[src/rtl/counter_pkg.sv]
// Purpose: shared types and defaults for the up/down load counter.
//   COUNTER_WIDTH_DEFAULT : default counter width
//   dir_e                 : count direction encoding of the up_down input
//   op_e                  : operation selected for the next clock edge
package counter_pkg;

    localparam int unsigned COUNTER_WIDTH_DEFAULT = 4;

    typedef enum logic {
        DIR_DOWN = 1'b0,
        DIR_UP   = 1'b1
    } dir_e;

    typedef enum logic [2:0] {
        OP_HOLD  = 3'd0,
        OP_LOAD  = 3'd1,
        OP_INC   = 3'd2,
        OP_DEC   = 3'd3,
        OP_RESET = 3'd4
    } op_e;

endpackage : counter_pkg

[src/rtl/counter_next_state.sv]
// Purpose: combinational next-state logic for updown_load_counter.
//   Priority decode (reset > load > count > hold) plus wrap/saturate handling.
// Ports:
//   i_count         : current registered count
//   i_data          : parallel load value
//   i_reset         : synchronous reset, active low
//   i_load          : parallel load request
//   i_up_down       : direction, 1 = up, 0 = down
//   i_enable        : count enable
//   o_next_count_c  : count value for the next edge
//   o_next_wrap_c   : wrap flag value for the next edge
// Build option: COUNTER_SATURATE_EN makes counting stop at the limits, and
//   wrap then flags a step that was blocked by the limit.
module counter_next_state
    import counter_pkg::*;
#(
    parameter int unsigned WIDTH = COUNTER_WIDTH_DEFAULT
) (
    input  logic [WIDTH-1:0] i_count,
    input  logic [WIDTH-1:0] i_data,
    input  logic             i_reset,
    input  logic             i_load,
    input  logic             i_up_down,
    input  logic             i_enable,
    output logic [WIDTH-1:0] o_next_count_c,
    output logic             o_next_wrap_c
);

    op_e  w_op;
    logic w_at_max;
    logic w_at_min;

    assign w_at_max = (i_count == {WIDTH{1'b1}});
    assign w_at_min = (i_count == {WIDTH{1'b0}});

    // Priority decode of the operation for this edge.
    always_comb begin
        w_op = OP_HOLD;
        if (!i_reset) begin
            w_op = OP_RESET;
        end else if (i_load) begin
            w_op = OP_LOAD;
        end else if (i_enable) begin
            w_op = (dir_e'(i_up_down) == DIR_UP) ? OP_INC : OP_DEC;
        end
    end

    // Next value and wrap flag; wrap is only ever raised by a count step.
    always_comb begin
        o_next_count_c = i_count;
        o_next_wrap_c  = 1'b0;
        case (w_op)
            OP_RESET: begin
                o_next_count_c = '0;
            end
            OP_LOAD: begin
                o_next_count_c = i_data;
            end
            OP_INC: begin
`ifdef COUNTER_SATURATE_EN
                o_next_count_c = w_at_max ? i_count : i_count + WIDTH'(1);
`else
                o_next_count_c = i_count + WIDTH'(1);
`endif
                o_next_wrap_c  = w_at_max;
            end
            OP_DEC: begin
`ifdef COUNTER_SATURATE_EN
                o_next_count_c = w_at_min ? i_count : i_count - WIDTH'(1);
`else
                o_next_count_c = i_count - WIDTH'(1);
`endif
                o_next_wrap_c  = w_at_min;
            end
            default: begin
                o_next_count_c = i_count;
                o_next_wrap_c  = 1'b0;
            end
        endcase
    end

endmodule : counter_next_state

[src/rtl/updown_load_counter.sv]
// Purpose: synchronous up/down counter with parallel load, count enable and a
//   registered one-cycle wrap pulse.
// Ports:
//   clk      : rising-edge clock
//   reset    : synchronous reset, active low
//   data_in  : parallel load value
//   load     : load data_in on the next edge (beats enable)
//   up_down  : 1 = increment, 0 = decrement
//   enable   : count enable
//   data_out : registered count
//   wrap     : registered pulse, high one cycle after a boundary-crossing step
// Build option: COUNTER_SATURATE_EN selects saturating counting (see
//   counter_next_state); default is modulo wrap-around.
module updown_load_counter
    import counter_pkg::*;
#(
    parameter int unsigned WIDTH = COUNTER_WIDTH_DEFAULT
) (
    input  logic             clk,
    input  logic             reset,
    input  logic [WIDTH-1:0] data_in,
    input  logic             load,
    input  logic             up_down,
    input  logic             enable,
    output logic [WIDTH-1:0] data_out,
    output logic             wrap
);

    logic [WIDTH-1:0] r_count;
    logic             r_wrap;
    logic [WIDTH-1:0] w_next_count;
    logic             w_next_wrap;

    counter_next_state #(
        .WIDTH (WIDTH)
    ) u_next_state (
        .i_count        (r_count),
        .i_data         (data_in),
        .i_reset        (reset),
        .i_load         (load),
        .i_up_down      (up_down),
        .i_enable       (enable),
        .o_next_count_c (w_next_count),
        .o_next_wrap_c  (w_next_wrap)
    );

    // Count and wrap registers.
    always_ff @(posedge clk) begin
        if (!reset) begin
            r_count <= '0;
            r_wrap  <= 1'b0;
        end else begin
            r_count <= w_next_count;
            r_wrap  <= w_next_wrap;
        end
    end

    assign data_out = r_count;
    assign wrap     = r_wrap;

endmodule : updown_load_counter

[config.mk]
export PLATFORM = sky130hd
export DESIGN_NAME = updown_load_counter
export DESIGN_NICKNAME = d
export VERILOG_FILES = /design/src/rtl/counter_pkg.sv /design/src/rtl/counter_next_state.sv /design/src/rtl/updown_load_counter.sv
export SDC_FILE = /design/constraint.sdc
export NUM_CORES = 1
export LEC_CHECK = 0
export CAP_MARGIN = 20
export CORE_AREA = 2 2 39 41
export DETAILED_ROUTE_END_ITERATION = 10
export DIE_AREA = 0 0 41 43
export SYNTH_ARGS = -nofsm -noshare
export SYNTH_HDL_FRONTEND = slang
export SYNTH_SLANG_ARGS = --single-unit
[constraint.sdc]
create_clock -name clk -period 2.72 [get_ports clk]
set_input_delay 0.272 -clock clk [delete_from_list [all_inputs] [get_ports clk]]
set_output_delay 0.272 -clock clk [all_outputs]
set_load 0.02 [all_outputs]
==> impl_summary.md, run 1 <==
Global routing
For met1 alone, demand over resource in global routing was 0.1226. The number of global-route vias before repair is 333. For this run, global-route usage on met3 was measured as 0.03141.

The wire length of the first global-routing pass is roughly 1.3 mm. For this run, global-route usage on met2 was measured as 0.1719. The initial antenna violation count is 0.

The remaining global-route overflow is 0. The busiest layer in global routing is met2. Entering global routing, the biggest net connects 9 pins. The overall global routing resource usage is 0.1146.

Critical path
The number of cells traversed by the worst register-to-register path is 5. The family of cells with the greatest summed delay on the critical path is simple AND/OR/NAND/NOR gates. The sort of element at the start of the critical path is an input pin. The largest single stage delay on the critical path is between 0.6 and 0.7 ns.

Tracing the worst setup path back leads to its startpoint at enable. The data arrival time at the worst-slack endpoint is between 2 and 2.5 ns. On the critical path, the stage with the largest delay is an instance of sky130_fd_sc_hd__clkdlybuf4s50_1. The worst path buffer plus inverter count is 1. STA classifies the critical path endpoint as a register.

The most used cell along the critical path is sky130_fd_sc_hd__a21oi_1. In this run the worst path has a maximum fanout of 7. The worst setup path category is input pin to register. At the worst endpoint, the required time is 2.85 ns. The number of logic stages on the critical path including buffering is 8.

The signal on the critical path passes through clkdlybuf4s50_1 -> nor2b_4 -> and3_2 -> ha_1 -> a21oi_1 -> a21oi_1 -> nor4_2 -> nor3b_2. The startpoint identified for the worst register-to-register timing path is data_out[2].

Detailed routing
The detail-routed net length per standard cell is around 12 um. The count of routing violations after the opening detailed-route iteration is 1. The overall routed net length is about 820 um. The pre-antenna-repair detailed-routing pass consisted of 2 iterations.

For this block, the via count after detailed routing is 331. The routed via count divided by cell count is 4.797. The count of antenna-violating nets left after detailed routing is 0. The post-detailed-route DRC marker count is 0.

Min path
The worst hold path begins at data_out[3]. The path class of the tightest hold or removal check is register to register. The worst hold path was traced through 2 stages.

Clocking
The post-cts sizing count is 0. The clock tree from TritonCTS is yes. In this run, CTS created clock tree buffers numbering 3. The later pin in the worst-skew pair is clocked with a latency of 0.24 ns. Once the clock tree was built, the setup fixing pass inserted 0 buffers. The worst-case clock buffer depth is 2. Hold repair after CTS inserted 0 buffers. CTS saw 5 sinks. The cell at the root of the clock tree is sky130_fd_sc_hd__clkbuf_4.

After clock tree synthesis, the clock-pin slew on the worst setup and hold paths is roughly 0.050 ns. In this run the number of H-tree levels came out at 1.

Placement
After legalization and detailed placement, the total HPWL measured about 640 um. The number of port buffers is 13. At the end of routability-driven placement, the weighted congestion stood at 0.6545.

Timing
The number of failing hold endpoints at the final stage is 0. Setup repair after global routing left no endpoint under its margin. Across all hold checks on the routed design, the worst slack comes to ~0.62 ns. The final setup TNS is 0 ns. The worst-margin pin slew is 0.2739 ns.

The max-slew violation total from the final report is 0. The setup skew after layout is between 0.002 and 0.003 ns. Subtracting the final worst setup slack from the clock period gives 2.171 ns. Dividing the final minimum period by the clock period gives 0.7983.

The setup violation total in the final timing report is 0. The highest achievable clock rate is roughly 460 MHz. The remaining max-slew budget at the tightest pin is 0.8172.

Floorplan
The die is roughly 43 um tall. The initial utilization of the core area, before any placement, comes to 0.2622. After floorplanning, the core was divided into 14 placement rows. The die covers approximately 1800 um^2. The number of ports placed on the die boundary is 14.

The floorplan step set the die width to about 40 um. The core region area is between 1000 and 1500 um^2.

Synth
The number of enable-type register cells in the synthesized netlist is 0. The sequential fraction of the synthesis area is 0.2759. The synthesis-stage register bit count is 5.

The distinct cell type count after synthesis is 24. Synthesis produced 37 cells. The synthesized net count is slightly below 50. In the post-synthesis netlist, the biggest area contributors are sky130_fd_sc_hd__dfxtp_1, sky130_fd_sc_hd__ha_1, sky130_fd_sc_hd__fa_1. Dividing the synthesized area by the synthesized cell count gives 9.807 um^2. The most used flip-flop cell after synthesis is sky130_fd_sc_hd__dfxtp_1.

The library cell with the largest summed area after synthesis is sky130_fd_sc_hd__dfxtp_1. The cell area after synthesis is 362.8 um^2. The share of the synthesized area in the top cell type is 0.2759.

Counting flops with an async set or reset pin after synthesis yields a share of 0. Yosys printed 0 warnings.

Cells and area
The post-layout net count is 66. The area growth from synthesis to layout is 45.52%. In the final layout, the share of cells above drive strength 1 is 0.1887. The final antenna diode count is 0.

Pwr
The analysis attributes to cell leakage a power of roughly 0.00022 uW. Across the VDD grid, the largest voltage drop is 0.1522 mV. Power spread over the standard cell area amounts to 447.1 nW/um^2.

Run
Max-cap violations in this run came to 0.

Outcome
The run finished with clean final reports.
cells in the mapped netlist (all sizes together), types with 2 or more instances:
| library cell | number |
|---|---|
| o211a | 2 |
| ha | 2 |
| o21ai | 2 |
| nor4 | 2 |
| and3 | 2 |
| a21oi | 3 |
| nand2 | 4 |
| nor2b | 2 |
| dfxtp | 5 |
| xnor2 | 2 |
power breakdown:
part / internal (uW) / switching [uW]
clock: 55.6 / 32.1
sequential: 78.7 / 8.71
combinational: 34.8 / 26.2
through the flow:
stage                     area, um^2  cells  utilization  worst slack, ns  power (uW)
after floorplan                362.8     37            -           0.9542       122.5
after global placement         501.7     65       0.3626           0.3237       150.3
after detailed placement       501.7     65       0.3626           0.3062       150.6
after CTS                      528.0     69       0.3816           0.5482       240.9
after global routing           528.0     69       0.3816           0.4164       250.4
final                          528.0     69       0.3816           0.5486       236.1
registers in the layout (all words and copies together) (netlist names):
| name | flops |
|---|---|
| data_out | 4 |
| wrap | 1 |
cells by family after synthesis:
kind of cell / count (synthesis) / synth area share
compound gates: 9 / 0.1793
xor+xnor: 2 / 0.04828
flops: 5 / 0.2759
simple gates: 15 / 0.3034
mux: 1 / 0.02759
fa+ha+maj: 3 / 0.1241
buf+inv: 2 / 0.04137
layout by cell type (no fill, tap or decap):
master / count
sky130_fd_sc_hd__clkdlybuf4s50_1: 13
sky130_fd_sc_hd__dfxtp_1: 5
sky130_fd_sc_hd__nand2_1: 4
sky130_fd_sc_hd__a21oi_1: 3
sky130_fd_sc_hd__clkbuf_4: 3
sky130_fd_sc_hd__o21ai_0: 2
sky130_fd_sc_hd__xnor2_1: 2
sky130_fd_sc_hd__o211a_1: 2
sky130_fd_sc_hd__ha_1: 2
sky130_fd_sc_hd__inv_1: 1
sky130_fd_sc_hd__nor2b_4: 1
sky130_fd_sc_hd__and3_2: 1
sky130_fd_sc_hd__nand3_1: 1
sky130_fd_sc_hd__and3_4: 1
sky130_fd_sc_hd__nor4_2: 1
sky130_fd_sc_hd__o211ai_2: 1
sky130_fd_sc_hd__nor3b_2: 1
sky130_fd_sc_hd__nand4_1: 1
sky130_fd_sc_hd__nor4_1: 1
sky130_fd_sc_hd__and4_2: 1
sky130_fd_sc_hd__nor2_1: 1
sky130_fd_sc_hd__a211oi_1: 1
sky130_fd_sc_hd__nor2b_1: 1
sky130_fd_sc_hd__mux2i_1: 1
sky130_fd_sc_hd__fa_1: 1
sky130_fd_sc_hd__clkbuf_1: 1
layer usage:
metal | wire (um) | share of wire | vias to the layer above
met2 | 367 | 0.45 | 10
li1 | - | - | 170
met4 | 29 | 0.035 | 0
met1 | 370 | 0.45 | 147
met5 | 0 | 0 | -
met3 | 53 | 0.065 | 4
worst min-delay path, cell delays in order (launching register included):
cell                       delay, ns
sky130_fd_sc_hd__dfxtp_1        0.35
sky130_fd_sc_hd__o211ai_2       0.08
sky130_fd_sc_hd__nor3b_2        0.14
cell type report:
class,instances,area [um^2]
Tap cell,16,20.02
Inverter,1,3.754
Fill cell,153,855.8
Sequential cell,5,100.1
Clock buffer,4,26.28
Timing Repair Buffer,13,130.1
Multi-Input combinational cell,30,247.7
final timing paths:
path                                    end  slack, ns
worst max-delay path            data_out[3]       0.55
worst min-delay path            data_out[3]       0.62
worst max register to register  data_out[3]       1.21
worst min register to register  data_out[3]       0.62
(Power assumes the default switching activity.)
==> run 2: changes to the inputs <==
==> constraint.sdc (replaced) <==
create_clock -name clk -period 2.25 [get_ports clk]
set_input_delay 0.225 -clock clk [delete_from_list [all_inputs] [get_ports clk]]
set_output_delay 0.225 -clock clk [all_outputs]
set_load 0.02 [all_outputs]
==> run 2 against run 1 <==
Against the previous run:
- combinational power grew 30%
- flip-flop and latch count stayed put
- utilization rose by 2.2 points
- first-iteration DRC count rose to 4.0 times the previous value
- hold slack worse by 0.036 ns
- register-to-register slack worse by 0.46 ns
- total power grew 25%
- largest power group unchanged
- global-route usage barely moved
- sequential share of layout area decreased by 1.0 points
- via count increased by 7.3%
- worst setup slack got worse by 0.21 ns
- clock power up 24%
==> impl_summary.md, run 2 (same netlist as run 1, synthesis figures left out) <==
Clocking
The root buffer cell chosen for the clock tree is sky130_fd_sc_hd__clkbuf_4. The clock-pin slew reported for the worst setup and hold paths after clock tree synthesis is around 0.05 ns. The number of gates resized after CTS was 0. The number of post-CTS setup repair buffers is 0. The TritonCTS sink count is 5. The clock tree from TritonCTS is yes. The quantity of hold-fixing buffers added after cts is 0. The worst-case clock buffer depth is 2. Counting the buffers created by CTS gives 3.

The clock latency on the worst-skew pair is between 0.2 and 0.25 ns. The number of H-tree levels is 1.

Critical path
The nature of the critical path endpoint is a register. The data arrival time at the worst-slack endpoint is 2.04 ns. STA classifies the critical path startpoint as an input pin.

The data required time at the worst endpoint is 2.38 ns. In this run the worst path has a maximum fanout of 4. The critical path is of the input pin to register type.

Placement
The routability-driven placement congestion ratio is between 0.6 and 0.7. The placement-stage cell area is about 530 um^2. The number of port buffers is 13. The post-DP HPWL is 650.8 um.

Run
The count of max-cap constraint violations is 0.

Timing
Setup repair after global routing left no endpoint under its margin. The final period demand of the worst path is approximately 1.9 ns. Static timing analysis puts the maximum clock frequency at 524.3 MHz. The max-slew violation total from the final report was 0.

Setup violations remaining at the end of the flow were counted as 0. The remaining max-slew budget at the tightest pin is 0.8230. The number of failing hold endpoints at the final stage is 0. For the final routed database, the setup TNS stands at 0 ns.

The setup skew after layout is between 0.0002 and 0.00025 ns. The worst-margin pin slew is ~0.27 ns. The share of the cycle needed by the critical path after routing is 0.8478.

Detailed routing
Detailed routing inserted a total of 355 vias. Dividing the detail-routed via count by the number of cells gives approximately 5. After the first detailed-routing iteration, the DRC count stood at 4. The first-pass detailed-route iteration total is 2. The overall routed net length is around 850 um.

The detail-routed net length per standard cell is 11.58 um. After detailed routing, the number of remaining DRC violations is 0. In this run the remaining antenna-violating nets after routing total 0.

Pwr
For this design the static power due to leakage is around 0.00024 uW. The areal power density over the cells is roughly 530 nW/um^2. Across the VDD grid, the largest voltage drop is around 0.17 mV.

Global routing
The wire length of the first global-routing pass is approximately 1.4 mm. The remaining global-route overflow is 0. The initial antenna violation count came to 0. The number of global-route vias before repair came to around 370. The overall global routing resource usage is 0.1145.

The maximum number of pins on one net before global-route repair is 8.

Floorplan
For this configuration, the core starts out at a cell density of 0.2622. The number of ports placed on the die boundary is 14. The site row count is 14. The core region area is 1384 um^2. The die boundary width is 41 um.

The total die area is between 1500 and 2000 um^2. In this run the vertical extent of the chip is roughly 43 um.

Cells and area
With fillers left out, the area of the finished cells amounts to between 500 and 600 um^2. The register with the most flip-flops in the layout has 4 of them. From synthesis to final layout, the design area changed by 53.79%. The number of antenna diodes in the final layout is 0.

The fraction of final layout cells sized beyond drive strength 1 is 0.2456. The number of fill cells is approximately 150. The post-layout net count is 70. The top cell types in the final layout, fill and taps aside, are sky130_fd_sc_hd__clkdlybuf4s50_1, sky130_fd_sc_hd__dfxtp_1, sky130_fd_sc_hd__nand2_1, sky130_fd_sc_hd__buf_4. The library cell used most frequently in the layout, excluding fill and tap cells, is sky130_fd_sc_hd__clkdlybuf4s50_1.

Outcome
The run finished with clean final reports.

Min path
The tightest min-delay check is of the input pin to register type.
## run 2: cell count changes in the layout (fill, tap and decap cells not counted), sizes merged
| cell | change |
|---|---|
| buf | +4 |
## run 2: final timing paths
path              depth (start not counted)         from     endpoint  slack, ns
setup / recovery                          8      up_down  data_out[3]       0.34
hold / removal                            2   data_in[1]  data_out[1]       0.59
setup reg to reg                          5  data_out[2]  data_out[3]       0.75
hold reg to reg                           2  data_out[3]  data_out[3]       0.61
## run 2: metrics by stage
| step | setup WS [ns] | utilization | cells | total power (uW) | hold WS [ns] |
|---|---|---|---|---|---|
| 6_report | 0.3425 | 0.4033 | 73 | 294.4 | 0.5859 |
| 5_1_grt | 0.1732 | 0.4033 | 73 | 314.9 | 0.5975 |
| 4_1_cts | 0.3457 | 0.4033 | 73 | 301.3 | 0.5834 |
| 3_5_place_dp | 0.09460 | 0.3843 | 69 | 186.5 | 0.6042 |
| 3_3_place_gp | 0.09554 | 0.3843 | 69 | 186.9 | 0.5945 |
| 2_1_floorplan | 0.5312 | - | 37 | 148.1 | 0.3532 |
## run 2: layout make-up
class,count,area [um^2],share of cell area
Multi-Input combinational cell,30,247.7,0.4439
Timing Repair Buffer,17,160.2,0.2870
Sequential cell,5,100.1,0.1794
Clock buffer,4,26.28,0.04709
Tap cell,16,20.02,0.03587
Inverter,1,3.754,0.006726
## run 2: report_power, final
group / internal [uW] / switching, uW / total, uW / leakage [uW]
logic: 46.7 / 32.9 / 79.6 / 0.000184
registers: 95.0 / 10.4 / 105 / 0.0000414
clock network: 67.4 / 42.1 / 109 / 0.0000150
## run 2: metal layers
metal	GRT usage	routed length (um)	up-vias
li1	-	-	179
met1	0.1190	358	166
met2	0.2031	445	10
met3	0.04712	41	0
met4	0.02000	0	0
met5	0	0	-
## run 2: critical path, cell delays in order
cell,delay (ns)
sky130_fd_sc_hd__clkdlybuf4s50_1,0.52
sky130_fd_sc_hd__nor2b_4,0.06
sky130_fd_sc_hd__and3_2,0.24
sky130_fd_sc_hd__ha_1,0.32
sky130_fd_sc_hd__a21oi_1,0.21
sky130_fd_sc_hd__a21oi_1,0.14
sky130_fd_sc_hd__nor4_2,0.25
sky130_fd_sc_hd__nor3b_2,0.07
==> run 3: changes to the inputs <==
==> constraint.sdc (replaced) <==
create_clock -name clk -period 1.55 [get_ports clk]
set_input_delay 0.155 -clock clk [delete_from_list [all_inputs] [get_ports clk]]
set_output_delay 0.155 -clock clk [all_outputs]
set_load 0.02 [all_outputs]
==> run 3 against run 2 <==
Against the previous run:
- wire length rose by 3.2%
- highest routed layer unchanged
- sequential power rose by 44%
- cell count rose by 4.1%
- first-iteration DRC count rose by 50%
- hold slack got worse by 0.15 ns
- design area rose by 10%
- worst setup slack got worse by 0.28 ns
- die area did not move
- largest cell class unchanged
==> impl_summary.md, run 3 (same netlist as run 1, synthesis figures left out) <==
Timing
The remaining max-slew budget at the tightest pin is 0.8368. Setup repair after global routing left no endpoint under its margin. The number of failing hold endpoints at the final stage came to 0.

The setup violation total in the final timing report is 0. In the post-route analysis, the smallest setup slack over all paths is roughly 0.064 ns. Static timing analysis puts the maximum clock frequency at 673.0 MHz. For the pin with the worst max-slew slack, the measured transition is 0.2428 ns. The max-slew violation total from the final report came to 0. Across the routed clock network, the largest skew measured is around 0.0021 ns. The worst path in the final design needs a cycle of about 1.5 ns, including I/O delays and setup. The worst hold margin is 0.4355 ns. In the finished design, the share of the clock period the worst path needs comes to 0.9587.

Floorplan
The floorplan step defined a die boundary enclosing approximately 1800 um^2. The die boundary width is between 40 and 50 um. Pin placement for this block handled 14 I/O pins. The site row count is 14.

From bottom edge to top edge, the die measures ~43 um. The floorplan step defined a core boundary enclosing 1384 um^2. The initial utilization of the core area, before any placement, comes to 0.2622.

Cells and area
The relative area change from synthesis to final layout is 69.31%. The number of antenna diodes in the final layout is 0. After routing the design area is between 600 and 700 um^2. In the layout the commonest cells are sky130_fd_sc_hd__clkdlybuf4s50_1, sky130_fd_sc_hd__buf_4, sky130_fd_sc_hd__dfxtp_1. The post-layout net count is 73. The number of cells in the finished layout apart from fillers is 76. The register with the most flip-flops in the layout has 4 of them. Leaving out fill and tap cells, the most frequent cell in the layout is sky130_fd_sc_hd__clkdlybuf4s50_1. The number of fill cells is around 160. The fraction of final layout cells sized beyond drive strength 1 is 0.3667.

Placement
The number of port buffers is 13. Timing analysis after detailed placement gives a worst setup slack of -0.3955 ns. Once placement finished, the instance area stood at between 500 and 600 um^2. The congestion estimate from routability-driven global placement came to between 0.7 and 0.8. Detailed placement finished with a half-perimeter wire length of between 600 and 700 um. The number of placed cells counting well taps is 71.

Clocking
TritonCTS created 3 clock buffers. The tree is rooted in a sky130_fd_sc_hd__clkbuf_4. The quantity of hold-fixing buffers added after cts is 0. TritonCTS built the clock tree. The clock passes through at most 2 buffers. Clock tree synthesis found a total of 5 sinks.

The clock-pin slew reported for the worst setup and hold paths after clock tree synthesis is ~0.040 ns. The clock reaches the later pin of the worst-skew pair after 0.24 ns. The number of H-tree levels is 1.

Critical path
STA classifies the critical path endpoint as an output pin. The sort of element at the start of the critical path is a register. The critical path goes through clkdlybuf4s50_1. Setup slack on the worst reg-to-reg path comes out at approximately 0.18 ns. The longest individual stage delay on the worst path is between 0.6 and 0.7 ns. Counting cells, the worst reg-to-reg path comes to 5.

Data on the critical path arrives at its endpoint at approximately 1.3 ns. In this run the worst path has a maximum fanout of 6. The worst path buffer plus inverter count is 1. The data required time at the worst endpoint is 1.39 ns.

The setup path with the least slack is of type register to output pin. The number of logic stages on the critical path including buffering is 1. The family of cells with the greatest summed delay on the critical path is buffers and inverters. The slowest stage of the critical path belongs to the cell sky130_fd_sc_hd__clkdlybuf4s50_1.

Global routing
Summed over all layers, the global routing overflow is 0. Entering global routing, the biggest net connects 8 pins. The overall global routing resource usage is 0.1217. The initial antenna violation count was 0. The number of global-route vias before repair is between 300 and 400. The wire length of the first global-routing pass is approximately 1.4 mm.

Pwr
The total leakage power is between 0.0002 and 0.0003 uW. After layout, the design draws a total of 432.9 uW. VDD sags by at most 0.4127 mV.

For this design the ratio of total power to cell area is just over 700 nW/um^2.

Min path
The min-delay analysis places its worst path in the category input pin to register. The count of cells along the worst hold path is 3.

Detailed routing
The post-detailed-route DRC marker count is 0. In this run the remaining antenna-violating nets after routing total 0. The count of routing violations after the opening detailed-route iteration is 6. In the routed layout, each cell is associated on average with a via count of 4.632.

The first-pass detailed-route iteration total is 3. After detailed routing, the average wire length per cell comes to approximately 11 um. Summed over all layers, the routed wires come to approximately 870 um. The number of vias after detailed routing is roughly 350.

Run
The count of max-cap constraint violations is 0.

Outcome
The run finished with clean final reports.
[run 3: cell types whose count changed in the layout (fill, tap and decap cells not counted), sizes merged]
cell	delta
dlygate4sd2	+4
buf	+3
clkdlybuf4s50	-4
[run 3: through the flow]
stage | utilization | setup TNS (ns)
final | 0.4439 | 0
after detailed placement | 0.4123 | -1.082
after CTS | 0.4439 | 0
after global routing | 0.4439 | 0
after floorplan | - | 0
after global placement | 0.4123 | -1.028
[run 3: cell type report]
cell class,count,area (um^2),area share
Multi-Input combinational cell,30,286.5,0.4664
Inverter,1,3.754,0.006110
Clock buffer,4,26.28,0.04277
Timing Repair Buffer,20,177.7,0.2892
Sequential cell,5,100.1,0.1629
Tap cell,16,20.02,0.03259
[run 3: what timing repair did]
action                     CTS  global route
setup endpoints to repair    3             0
setup buffers                1             0
resized for setup            7             0
hold endpoints to repair     0             0
[run 3: worst paths after layout]
| check | startpoint | to |
|---|---|---|
| max reg2reg | data_out[2] | data_out[3] |
| min reg2reg | data_out[3] | data_out[3] |
| min | reset | data_out[2] |
| max | data_out[1] | data_out[1] |
[run 3: where the power goes]
part	internal, uW	switching [uW]
Clock	97.3	53.3
Sequential	138	13.2
Combinational	75.0	56.0
[run 3: metal layers]
metal / vias to the layer above / routed length (um) / global-route usage
met5: - / 0 / 0
met4: 0 / 0 / 0.02000
met3: 0 / 42 / 0.07853
met2: 10 / 436 / 0.2031
met1: 158 / 393 / 0.1230
li1: 184 / - / -
